$ cat src/rtl/deserializador_32_if.sv
// Serial input, word output and overflow signals of the 32-bit deserializer.
// master drives the serial side and consumes words; slave is the deserializer.
interface deserializador_32_if;
  logic        S_IN;
  logic        S_VAL;
  logic        DIR;
  logic        SOF;
  logic [31:0] Q;
  logic        Q_VAL;
  logic        Q_RDY;
  logic        OVF;
  logic        CLR_OVF;
  logic [4:0]  BIT_CNT;

  modport master (
    output S_IN, S_VAL, DIR, SOF, Q_RDY, CLR_OVF,
    input  Q, Q_VAL, OVF, BIT_CNT
  );

  modport slave (
    input  S_IN, S_VAL, DIR, SOF, Q_RDY, CLR_OVF,
    output Q, Q_VAL, OVF, BIT_CNT
  );
endinterface

$ cat src/rtl/deserializador_32.sv
// Serial-to-parallel receiver: assembles 32-bit words from the shifter's serial
// output into a one-entry valid/ready holding register with sticky overflow.
//
// state | meaning
// IDLE  | cnt = 0, no partial word; next valid bit starts a word
// RECV  | 1..31 bits of the current word collected
module deserializador_32 (
  input logic                CLK,
  input logic                RST_L,
  deserializador_32_if.slave bus
);
  localparam int ANCHO = 32;

  typedef enum logic {IDLE, RECV} state_t;

  state_t           state, stateNext;
  logic [ANCHO-1:0] acum, acumNext;
  logic [4:0]       cnt, cntNext;
  logic             dirW, dirWNext;
  logic [ANCHO-1:0] qReg, qNext;
  logic             qVal, qValNext;
  logic             ovf, ovfNext;

  logic             firstBit;
  logic             useDir;
  logic             wordDone;
  logic             ovfSet;
  logic [ANCHO-1:0] base;
  logic [4:0]       cntBase;

  always_ff @(posedge CLK) begin
    if (!RST_L) begin
      state <= IDLE;
      acum  <= '0;
      cnt   <= '0;
      dirW  <= 1'b0;
      qReg  <= '0;
      qVal  <= 1'b0;
      ovf   <= 1'b0;
    end else begin
      state <= stateNext;
      acum  <= acumNext;
      cnt   <= cntNext;
      dirW  <= dirWNext;
      qReg  <= qNext;
      qVal  <= qValNext;
      ovf   <= ovfNext;
    end
  end

  always_comb begin
    stateNext = state;
    acumNext  = acum;
    cntNext   = cnt;
    dirWNext  = dirW;
    qNext     = qReg;
    qValNext  = qVal;
    wordDone  = 1'b0;
    ovfSet    = 1'b0;

    // SOF restarts the word, so direction is resampled and the partial is dropped
    firstBit = (state == IDLE) || bus.SOF;
    useDir   = firstBit ? bus.DIR : dirW;
    base     = bus.SOF ? '0 : acum;
    cntBase  = bus.SOF ? 5'd0 : cnt;

    if (bus.S_VAL) begin
      if (firstBit) dirWNext = bus.DIR;
      acumNext = useDir ? {base[ANCHO-2:0], bus.S_IN} : {bus.S_IN, base[ANCHO-1:1]};
      if (cntBase == 5'd31) begin
        wordDone  = 1'b1;
        cntNext   = 5'd0;
        stateNext = IDLE;
      end else begin
        cntNext   = cntBase + 5'd1;
        stateNext = RECV;
      end
    end

    // A consumer taking Q in the completion cycle frees the slot for the new word
    if (wordDone) begin
      if (!qVal || bus.Q_RDY) begin
        qNext    = acumNext;
        qValNext = 1'b1;
      end else begin
        ovfSet = 1'b1;
      end
    end else if (qVal && bus.Q_RDY) begin
      qValNext = 1'b0;
    end

    ovfNext = ovfSet ? 1'b1 : (bus.CLR_OVF ? 1'b0 : ovf);
  end

  assign bus.Q       = qReg;
  assign bus.Q_VAL   = qVal;
  assign bus.OVF     = ovf;
  assign bus.BIT_CNT = cnt;
endmodule

$ cat src/flat_wrapper.sv
// flat-port wrapper written by rule: the top's interface ports become plain ports
module deserializador_32_flat 
  (CLK, RST_L, bus_S_IN, bus_S_VAL, bus_DIR, bus_SOF, bus_Q_RDY, bus_CLR_OVF, bus_Q, bus_Q_VAL, bus_OVF, bus_BIT_CNT);
  deserializador_32_if bus_i ();
  input logic CLK;
  input logic RST_L;
  input wire logic [$bits(bus_i.S_IN)-1:0] bus_S_IN;
  input wire logic [$bits(bus_i.S_VAL)-1:0] bus_S_VAL;
  input wire logic [$bits(bus_i.DIR)-1:0] bus_DIR;
  input wire logic [$bits(bus_i.SOF)-1:0] bus_SOF;
  input wire logic [$bits(bus_i.Q_RDY)-1:0] bus_Q_RDY;
  input wire logic [$bits(bus_i.CLR_OVF)-1:0] bus_CLR_OVF;
  output wire logic [$bits(bus_i.Q)-1:0] bus_Q;
  output wire logic [$bits(bus_i.Q_VAL)-1:0] bus_Q_VAL;
  output wire logic [$bits(bus_i.OVF)-1:0] bus_OVF;
  output wire logic [$bits(bus_i.BIT_CNT)-1:0] bus_BIT_CNT;
  assign bus_i.S_IN = bus_S_IN;
  assign bus_i.S_VAL = bus_S_VAL;
  assign bus_i.DIR = bus_DIR;
  assign bus_i.SOF = bus_SOF;
  assign bus_i.Q_RDY = bus_Q_RDY;
  assign bus_i.CLR_OVF = bus_CLR_OVF;
  assign bus_Q = bus_i.Q;
  assign bus_Q_VAL = bus_i.Q_VAL;
  assign bus_OVF = bus_i.OVF;
  assign bus_BIT_CNT = bus_i.BIT_CNT;
  deserializador_32 u_core (.CLK(CLK), .RST_L(RST_L), .bus(bus_i));
endmodule
$ cat config.mk
export PLATFORM = sky130hd
export DESIGN_NAME = deserializador_32_flat
export DESIGN_NICKNAME = d
export VERILOG_FILES = /design/src/rtl/deserializador_32_if.sv /design/src/rtl/deserializador_32.sv /design/src/flat_wrapper.sv
export SDC_FILE = /design/constraint.sdc
export NUM_CORES = 1
export LEC_CHECK = 0
export ABC_CLOCK_PERIOD_IN_PS = 4930
export BUFFER_PORTS_ARGS = -buffer_cell sky130_fd_sc_hd__buf_2
export CAP_MARGIN = 20
export CORE_MARGIN = 2
export CORE_UTILIZATION = 35
export CTS_BUF_LIST = sky130_fd_sc_hd__clkbuf_4 sky130_fd_sc_hd__clkbuf_8
export CTS_CLUSTER_DIAMETER = 40
export DETAILED_ROUTE_END_ITERATION = 7
export PLACE_DENSITY_LB_ADDON = 0.2
export SYNTH_ARGS = -nofsm -noshare
export SYNTH_HDL_FRONTEND = slang
export SYNTH_SLANG_ARGS = --single-unit
$ cat constraint.sdc
create_clock -name CLK -period 4.93 [get_ports CLK]
set_clock_uncertainty 0.05 [all_clocks]
set_input_delay 1.2325 -clock CLK [delete_from_list [all_inputs] [get_ports CLK]]
set_output_delay 1.2325 -clock CLK [all_outputs]
set_load 0.02 [all_outputs]
# Word level (Yosys, flattened, before mapping)
# Cells that the tools add are included.
[totals]
word_cells = 35
regBits = 73
output_inout_bits = 39
input_bits = 8
[classes]
muxes = 16
n_addsub = 1
reduce_logical = 8
bitwise = 1
eq_ne = 2
[op_table]
columns = ["op", "count"]
rows = [
  ["2-to-1 mux 32 bit", 3],
  ["2-to-1 mux 1 bit", 11],
  ["2-to-1 mux 5 bit", 2],
  ["adder 5 x 1 -> 5 bit, second input constant", 1],
  ["== test 5 bit, second input constant", 1],
  ["AND reduction 2 bit", 2],
  ["nonzero test 2 bit", 2],
  ["logical OR 1 bit", 2],
  ["inequality test 2 bit, second input constant", 1],
  ["logical AND 1 bit", 1],
  ["logical NOT 1 bit", 1],
  ["inverter 1 bit", 1],
]

# Longest topological paths before layout
[depth]
word_depth = 6
ltp_mapped = 11
mapped_depth_nobuf = 8

# Worst setup path after synthesis
# Ideal clock, no wire load.
[synth_timing]
path_type = "input -> register"
from = "input bus_SOF"
to = "register u_core.qReg[0], in the netlist u_core.bus.Q[0]"
t_arrival_ps = 2775
path_slack_ps = 1989
setup_time_ps = 117
stages = 11
required_ps = 4763
cell_sequence = "buf_6 > nor2b_1 > ha_1 > and3_1 > ha_1 > nand2_1 > nor2b_2 > nor2b_1 > clkbuf_1 > buf_2 > a22o_1"
[synth_between]
elab_chain_cells = 5
word_cells_on_any_way = 10
cone_classes = "1 x eq/ne; 7 x mux; 2 x reduce/logical"
[synth_lines]
columns = ["item", "line_no", "text"]
rows = [
  ["start, declared", "flat_wrapper.sv:10", "input wire logic [$bits(bus_i.SOF)-1:0] bus_SOF;"],
  ["2-to-1 mux 5 bit", "deserializador_32.sv:65", "cntBase = bus.SOF ? 5'd0 : cnt;"],
  ["== test 5 bit", "deserializador_32.sv:70", "if (cntBase == 5'd31) begin"],
  ["2-to-1 mux 1 bit", "deserializador_32.sv:70", ""],
  ["2-to-1 mux 1 bit", "deserializador_32.sv:67", "if (bus.S_VAL) begin"],
  ["AND reduction 2 bit (no line)", "n/a", ""],
  ["end signal, assigned", "deserializador_32.sv:45", "qReg <= qNext;"],
  ["end, declared", "deserializador_32.sv:20", "logic [ANCHO-1:0] qReg, qNext;"],
]
# Parallel ways exist; a longest one is shown, timed or not.
# A chain may end at the register's enable or synchronous reset.

# Worst setup path in the final report
[layout_timing]
from = "input bus_SOF"
to = "register u_core.qReg[28], in the netlist u_core.bus.Q[28]"
# The elaborated chain is that of the path after synthesis.

==> flow_summary.json <==
{
  "clk_pin_slew_worst_paths_ns": 0.07,
  "netlist-cell-type-count": 39,
  "synth_cells": 299,
  "cap_violations": 0,
  "crit_fanout": 18,
  "wl_met2_um": 3030,
  "die_width_um": 99.7,
  "ios": 47,
  "synth_nets": 309,
  "drc": 0,
  "htreeDepth": 3,
  "initialDrtViolationCount": 80,
  "cts_hold_buf": 0,
  "yosysMostFrequentCell": "dfxtp_1",
  "dr.max_layer_used": "met4",
  "leakagePower_nw": 1.46,
  "first_global_vias": 2195,
  "gp_congestion": 0.775,
  "grt_usage_pct": 14.8,
  "dieArea_mm2": 0.00994,
  "critPathMaxStageDelay_ns": 0.50,
  "pwr-share-clk_pct": 37.9,
  "pwr-share-seq_pct": 51.1,
  "setup.worst_path.start_class": "input pin",
  "critPathSlowestCell": "nor2b_2",
  "numCtsBuffers": 9,
  "ant_nets": 0,
  "min_period_ns": 3.15,
  "min_path_type": "flop to flop",
  "fp.dieH_um": 99.7,
  "max_clock_freq_mhz": 317,
  "r2r_cells": 9,
  "synth_common_cells": "73 x dfxtp_1, 38 x nor2b_1, 23 x a21oi_1, 17 x o21a_1, 17 x o2bb2ai_1",
  "ir_drop_v": 0.000154,
  "final_net_count": 339,
  "synth_top_area_share_pct": 45.6,
  "sw_frac_of_total_pct": 25.6,
  "cts_tree": "built",
  "whs_path_depth": 1,
  "synth_top_area_cell": "dfxtp_1",
  "firstDrtPassIters": 4,
  "fillers": 874,
  "crit_required_ns": 5.17,
  "finalSetupViolations": 0,
  "worstSkewPairLatency_ns": 0.35,
  "syn2layout_area_growth_pct": 12.2,
  "async_flop_share_pct": 0,
  "yosysSeqAreaShare_pct": 45.6,
  "synth_ff_type": "dfxtp_1",
  "routed_wl_um": 6980,
  "ctsResizeCount": 0,
  "diodes": 0,
  "syn_area_per_cell_um2": 10.7,
  "root_buffer": "clkbuf_8",
  "via_count": 2332,
  "cts_buffer_depth": 2,
  "crit_path_end_kind": "flop",
  "wl_met3_um": 274,
  "start_util_pct": 36.4,
  "avgViaCountPerCell": 5.28,
  "io_buffers": 46,
  "antenna_found_initial": 0,
  "status": "finished clean",
  "max_slew_margin_pct": 37.6,
  "seqCellArea_mm2": 0.00146,
  "worst_pin_slew_ns": 0.916,
  "synth_edf_count": 0,
  "syn_area_mm2": 0.00321,
  "combPwrFrac_pct": 11.0,
  "routedWlPerCell_um": 15.8,
  "core_area_mm2": 0.00881,
  "finalSetupTns_ns": 0,
  "grt_max_degree": 48,
  "post-route-util_pct": 40.8,
  "yosys-top-cells-area": "dfxtp_1 46%, nor2b_1 7.4%, a2bb2oi_2 4.7%",
  "crit_buf_inv": 2,
  "multi_input_area_mm2": 0.00154,
  "m1WireLength_um": 3510,
  "rsz0062_at_grt": "false",
  "overflow": 0,
  "final-hold-violation-count": 0,
  "yosysWarnings": 0,
  "post-cts-setup-buffers": 0,
  "cpLargestDelayFamily": "simple AND/OR/NAND/NOR gates",
  "p_int_uw": 912,
  "cp.depth": 10,
  "p_sw_uw": 314,
  "drive_gt1_share_pct": 30.2,
  "period_share_pct": 63.9,
  "worstPathArrival_ns": 3.39,
  "row_count": 34,
  "path_class": "input pin to flop",
  "place_hpwl_um": 4400,
  "grt_pass1_wl_um": 11500,
  "power_density_mw_per_mm2": 341,
  "ys_seq_elements": 73,
  "clock-sinks": 73,
  "worstPathCellList": "buf_2 -> nor2b_1 -> ha_1 -> and3_1 -> ha_1 -> nand2_1 -> nor2b_2 -> nor2b_2 -> buf_4 -> a22o_1",
  "maxSlewViolCount": 0
}
-- cell type report --
cell class | count | area share (%)
Clock buffer | 10 | 3.83
Tap cell | 108 | 3.76
Inverter | 3 | 0.313
Sequential cell | 73 | 40.6
Clock inverter | 6 | 1.60
Multi-Input combinational cell | 194 | 42.7
Timing Repair Buffer | 48 | 7.17
-- final timing paths --
check	start	end	slack, ns
worst min register to register	u_core.bus.Q[10]	u_core.bus.Q[10]	0.42
worst max-delay path	bus_SOF	u_core.bus.Q[28]	1.78
worst max register to register	u_core.bus.BIT_CNT[0]	u_core.bus.Q[28]	2.45
worst min-delay path	u_core.bus.Q[10]	u_core.bus.Q[10]	0.42
-- sequential cells by signal (all words and copies together), names as in the netlist --
name and count:
u_core.acum 32, u_core.bus.BIT_CNT 5, u_core.bus.OVF 1, u_core.bus.Q 32, u_core.bus.Q_VAL 1, u_core.dirW 1, u_core.state 1
-- metrics by stage --
step	area (um2)	hold WS (ns)	power, mW	worst slack, ns	std cells
after floorplan	3210	0.466	0.757	1.99	299
after global routing	3600	0.440	1.29	1.58	442
after detailed placement	3380	0.392	0.775	1.41	425
after CTS	3580	0.419	1.24	1.77	441
after global placement	3380	0.391	0.773	1.48	425
final	3600	0.417	1.23	1.78	442
-- kinds of logic after synthesis --
| kind of cell | synth area share, % |
|---|---|
| muxes | 2.11 |
| DFF | 45.6 |
| adders and majority gates | 0.781 |
| buffers and inverters | 6.56 |
| and+or+nand+nor | 11.6 |
| AOI/OAI and AO/OA | 33.4 |
-- power by group through the flow --
| stage | registers [mW] | clock network [mW] | logic, mW |
|---|---|---|---|
| after floorplan | 0.636 | 0 | 0.121 |
| after global placement | 0.640 | 0 | 0.133 |
| after detailed placement | 0.640 | 0 | 0.134 |
| after CTS | 0.627 | 0.479 | 0.134 |
| after global routing | 0.629 | 0.508 | 0.150 |
| final | 0.627 | 0.464 | 0.135 |
-- metal layers --
metal | vias to the layer above | global-route usage, %
li1 | 1161 | -
met1 | 1104 | 20.3
met2 | 55 | 22.5
met3 | 12 | 2.81
met4 | 0 | 7.06
met5 | - | 0
-- layout by cell type (no fill, tap or decap), types with 3 or more instances in the layout --
| cell | instances |
|---|---|
| a21oi_1 | 23 |
| a21oi_2 | 11 |
| a22o_1 | 16 |
| a2bb2oi_1 | 6 |
| a2bb2oi_2 | 10 |
| and2_1 | 5 |
| buf_2 | 46 |
| clkbuf_8 | 10 |
| clkinv_2 | 4 |
| dfxtp_1 | 73 |
| inv_1 | 3 |
| mux2i_1 | 3 |
| nand2_1 | 6 |
| nand2b_1 | 3 |
| nor2b_1 | 37 |
| o21a_1 | 17 |
| o21ai_0 | 4 |
| o221a_1 | 4 |
| o221a_2 | 10 |
| o2bb2ai_1 | 17 |
-- worst reg2reg max path, stage by stage (launching register included) --
cell and delay (ns):
dfxtp_1 0.35, nor2b_1 0.16, ha_1 0.23, and3_1 0.18, ha_1 0.23, nand2_1 0.12, nor2b_2 0.07, nor2b_2 0.50
buf_4 0.36, a22o_1 0.18
Power figures use the tool's default switching activity.
